**src/rtl/onehot_encoder.sv**
```systemverilog
// onehot_encoder: registered one-hot to binary encoder with valid/ready on both sides.
// Optional saturating illegal-word counter (err_cnt_o) compiled in with ONEHOT_ENC_ERR_CNT_EN.
module onehot_encoder #(
    parameter int N     = 4,
    parameter int CNT_W = 8
) (
    input  logic                 clk,
    input  logic                 rst_n,
    input  logic                 in_valid_i,
    output logic                 in_ready_o,
    input  logic [N-1:0]         in_data_i,
    output logic                 out_valid_o,
    input  logic                 out_ready_i,
    output logic [$clog2(N)-1:0] out_code_o,
`ifdef ONEHOT_ENC_ERR_CNT_EN
    output logic [CNT_W-1:0]     err_cnt_o,
`endif
    output logic                 out_err_o
);
    localparam int W = $clog2(N);

    typedef enum logic {EMPTY, FULL} state_t;

    state_t         state_q, state_d;
    logic [W-1:0]   code_q, code_d, enc;
    logic           err_q, err_d, illegal, accept;

    assign out_valid_o = (state_q == FULL);
    assign in_ready_o  = !out_valid_o || out_ready_i;
    assign accept      = in_valid_i && in_ready_o;
    assign out_code_o  = code_q;
    assign out_err_o   = err_q;

    // Highest set bit wins; zero input encodes to 0. Legal means exactly one bit set.
    always_comb begin
        enc = '0;
        for (int i = 0; i < N; i++)
            if (in_data_i[i]) enc = W'(i);
        illegal = (in_data_i == '0) || ((in_data_i & (in_data_i - N'(1))) != '0);
    end

    // Next state: accept fills (or refills on simultaneous drain), drain alone empties.
    always_comb begin
        state_d = accept ? FULL : (out_ready_i ? EMPTY : state_q);
        code_d  = accept ? enc : code_q;
        err_d   = accept ? illegal : err_q;
    end

    // Output register; reset drops any pending word immediately.
    always_ff @(posedge clk or negedge rst_n) begin
        if (!rst_n) begin
            state_q <= EMPTY;
            code_q  <= '0;
            err_q   <= 1'b0;
        end else begin
            state_q <= state_d;
            code_q  <= code_d;
            err_q   <= err_d;
        end
    end

`ifdef ONEHOT_ENC_ERR_CNT_EN
    logic [CNT_W-1:0] cnt_q, cnt_d;

    assign err_cnt_o = cnt_q;

    // Count accepted illegal words, sticking at all-ones.
    always_comb cnt_d = (accept && illegal && cnt_q != '1) ? cnt_q + CNT_W'(1) : cnt_q;

    // Counter register, cleared only by reset.
    always_ff @(posedge clk or negedge rst_n) begin
        if (!rst_n) cnt_q <= '0;
        else        cnt_q <= cnt_d;
    end
`endif
endmodule

```
**config.mk**
```make
export PLATFORM = sky130hd
export DESIGN_NAME = onehot_encoder
export DESIGN_NICKNAME = d
export VERILOG_FILES = /design/src/rtl/onehot_encoder.sv
export SDC_FILE = /design/constraint.sdc
export NUM_CORES = 1
export LEC_CHECK = 0
export CORE_AREA = 2 2 39 41
export DETAILED_ROUTE_END_ITERATION = 7
export DIE_AREA = 0 0 41 43
export PLACE_DENSITY = 0.41
export SYNTH_ARGS = -nofsm -noshare
export SYNTH_HDL_FRONTEND = slang
export SYNTH_SLANG_ARGS = --single-unit
```
**constraint.sdc**
```tcl
create_clock -name clk -period 2.8 [get_ports clk]
set_input_delay 0.56 -clock clk [delete_from_list [all_inputs] [get_ports clk]]
set_output_delay 0.56 -clock clk [all_outputs]
set_load 0.005 [all_outputs]
```
* Word-level counts from Yosys, hierarchy flattened *
Index checks and enable logic that the tools add are counted.

storage, ports and cells
  bits in registers = 4
  logic and storage cells = 17
  output and inout bits = 5

cells by class
  $add $sub $neg = 1
  reduce and logical (&&, ||, !) cells = 7
  bitwise logic cells = 1
  muxes and demuxes = 5

operator list
  cell                 count
  $and 4x4->4          1
  $logic_not 4->1      1
  $mux 2               2
  $reduce_bool 4->1    1
  $sub 4x1->4 const B  1
  $mux 1               3
  $logic_or 1x1->1     2
  $reduce_bool 2->1    1
  $logic_and 1x1->1    1
  $logic_not 1->1      1

* Longest topological paths before layout *
  depth after elaboration = 4
  mapped depth = 4
  depth with buffers taken out = 3

* Worst setup path before layout *
No wires, ideal clock.

  path type = in2out
  start point = input out_ready_i
  end point = output in_ready_o
  data required time = 2.240 ns
  stages on the path = 2
  buffers on the path = 1
  arrival = 0.819 ns
  slack = 1.421 ns
  cells stage by stage = nand2b_1 -> buf_2

between the ends
  word-level cells in the longest chain between the ends = 1

ends and longest elaborated chain
  item                line  RTL
  start: declaration  13    input logic out_ready_i,
  $logic_or 1x1->1    29    assign in_ready_o = !out_valid_o || out_ready_i;
  end: declaration    10    output logic in_ready_o,

Every way passes these cells.

* Final worst setup path *
Ends and elaborated chain as after synthesis.

==> impl_metrics.ini <==
[critical_path]
path_cells = clkdlybuf4s50_1 > nand2b_1 > clkdlybuf4s50_1
rr_startpoint = out_valid_o
cp-startpoint = out_ready_i
cp_slowest_cell = clkdlybuf4s50_1
cp_slowest_stage_delay_ns = 0.55
r2r_cells = 3
endpoint = in_ready_o
rrSetupSlack_ns = 1.75
worstReg2RegEnd = out_err_o
crit_path_start_kind = input pin
cpMostUsedCell = clkdlybuf4s50_1
critical_path.max_fanout = 8
endpoint_kind = output port
worstPathArrival_ns = 1.82
critPathKind = input pin to output port
cp.required_ns = 2.24

[logic_synthesis]
synth_nets = 29
yosysUniqueCellTypes = 13
postSynthRegisterBits = 4
netlist_instances = 21
synth-seq-area-share_pct = 49.4
syn_avg_cell_area_um2 = 9.65
synth_warnings = 0
syn_area_um2 = 203

[route]
vias = 213
first_pass_iters = 2
route.detailed.drc = 0
wl_per_cell_um = 10.1
viasPerCell = 4.18
totalWireLength_um = 517
ant_nets = 0
drt_iter0_markers = 4

[timing]
setup_viol = 0
relSlewSlack_pct = 81.9
setup_tns_ns = 0
drv_slew = 0
rsz0062_at_grt = false
tightest_slew_ns = 0.271
skew_ns = 0.00593
period_share_pct = 84.9
finalHoldViolations = 0
fin_hold_ws_ns = 0.534
finalCriticalPeriod_ns = 2.38
max_freq_mhz = 420

[clock_tree]
post_cts_buffers = 0
path_clk_slew_ns = 0.04
h-tree-depth = 1
post_cts_resized = 0
holdBufCountCts = 0
clock_latency_ns = 0.23
cts_tree = yes
cts.sinks = 4
clock-root-buffer = clkbuf_4
cts_buffer_depth = 2
cts_made_buffers = 3

[global_routing]
grt_pass1_vias = 230
grt_usage_pct = 8.17
antenna_found_initial = 0
grt_start_max_net_pins = 9
grt_remaining_overflow = 0
grt_pass1_wl_um = 876

[floorplan]
num_rows = 14
dieWidth_um = 41
ios = 13
core_area_um2 = 1380
die_y_um = 43
dieArea_um2 = 1760
start_util_pct = 14.6

[pwr]
finalPower_mw = 0.183
peakVddDrop_mv = 0.250
p_per_area_nw_per_um2 = 508
power.leakage_nw = 0.147

[worst_hold_path]
min-delay-path-class = input pin to async pin

[status]
status = complete, no violations

[final_layout]
num_antenna_cells = 0
nNetsFinal = 45
syn2layout_area_growth_pct = 77.8
drive_above_1_share_pct = 8.57
instances_no_fill = 51

[placement]
numPortBuffers = 12
dp_cells = 48
place_congestion = 0.679

[flow_run]
cap_viol_max_count = 0
==> Yosys cell counts <==
cell type / n / area, um^2
a21boi_0: 1 / 7.51
a21oi_1: 3 / 15.0
a31oi_1: 2 / 12.5
a41o_1: 1 / 10.0
buf_2: 1 / 5.00
dfrtp_1: 4 / 100
inv_1: 2 / 7.51
nand2b_1: 2 / 12.5
nand3b_1: 1 / 7.51
nor2_1: 1 / 3.75
o211ai_1: 1 / 7.51
o21ai_0: 1 / 5.00
xor2_1: 1 / 8.76
==> worst max-delay path: cells and delay by family <==
family	cells	cell delay [ns]
AND/OR/NAND/NOR	1	0.25
buffers and inverters	2	1.00
==> layer usage <==
| layer | vias up | global-route usage (%) | share of wire, % |
|---|---|---|---|
| li1 | 105 | - | - |
| met2 | 15 | 11.3 | 40 |
| met4 | 0 | 4.00 | 0.77 |
| met1 | 91 | 7.82 | 42 |
| met3 | 2 | 7.85 | 16 |
| met5 | - | 0 | 0 |
==> layout by cell type, fill, tap and decap left out <==
cell type / synthesis / layout
nand2b_1: 2 / 2
clkbuf_4: 0 / 3
o21ai_0: 1 / 1
a31oi_1: 2 / 2
nor2_1: 1 / 1
a21oi_1: 3 / 3
a41o_1: 1 / 1
a21boi_0: 1 / 1
inv_1: 2 / 2
dfrtp_1: 4 / 4
o211ai_1: 1 / 1
xor2_1: 1 / 1
clkdlybuf4s50_1: 0 / 12
nand3b_1: 1 / 1
==> area by class of cell <==
type                    instances  area, um^2
flip-flops and latches          4         100
inverters                       2        7.51
fillers                       152        1020
multi-input cells              14        90.1
clock buffers                   3        22.5
repair buffers                 12         120
well taps                      16        20.0
==> where the power goes <==
group	internal [mW]	total, mW	leakage [nW]	switching [mW]
combinational	0.0286	0.0441	0.0899	0.0155
clock	0.0478	0.0701	0.0138	0.0223
sequential	0.0650	0.0687	0.0433	0.00375
==> worst min path at each step <==
stage                        from             to  slack, ns  cells after the start
global placement    out_code_o[1]  out_code_o[1]       0.55                      2
CTS                         rst_n    out_valid_o       0.53                      1
global route                rst_n    out_valid_o       0.55                      1
floorplan                   rst_n  out_code_o[0]       0.26                      0
detailed placement  out_code_o[1]  out_code_o[1]       0.54                      2
finish                      rst_n    out_valid_o       0.53                      1
==> sequential cells by signal, indices dropped and copies added (netlist names) <==
register,count
out_err_o,1
out_valid_o,1
out_code_o,2
==> metrics by stage <==
stage                     setup slack, ns  utilization (%)  area, um^2
after floorplan                      1.42                -         203
after global placement              0.416             24.4         338
after detailed placement            0.412             24.4         338
after CTS                           0.411             26.0         360
after global routing                0.348             26.0         360
final                               0.422             26.0         360
==> cell families after synthesis <==
kind of cell / Yosys count / synth area share, %
buffers and inverters: 3 / 6.17
XOR/XNOR: 1 / 4.32
flip-flops: 4 / 49.4
AND/OR/NAND/NOR: 4 / 11.7
AO/OA/AOI/OAI: 9 / 28.4
(Power assumes the default switching activity.)
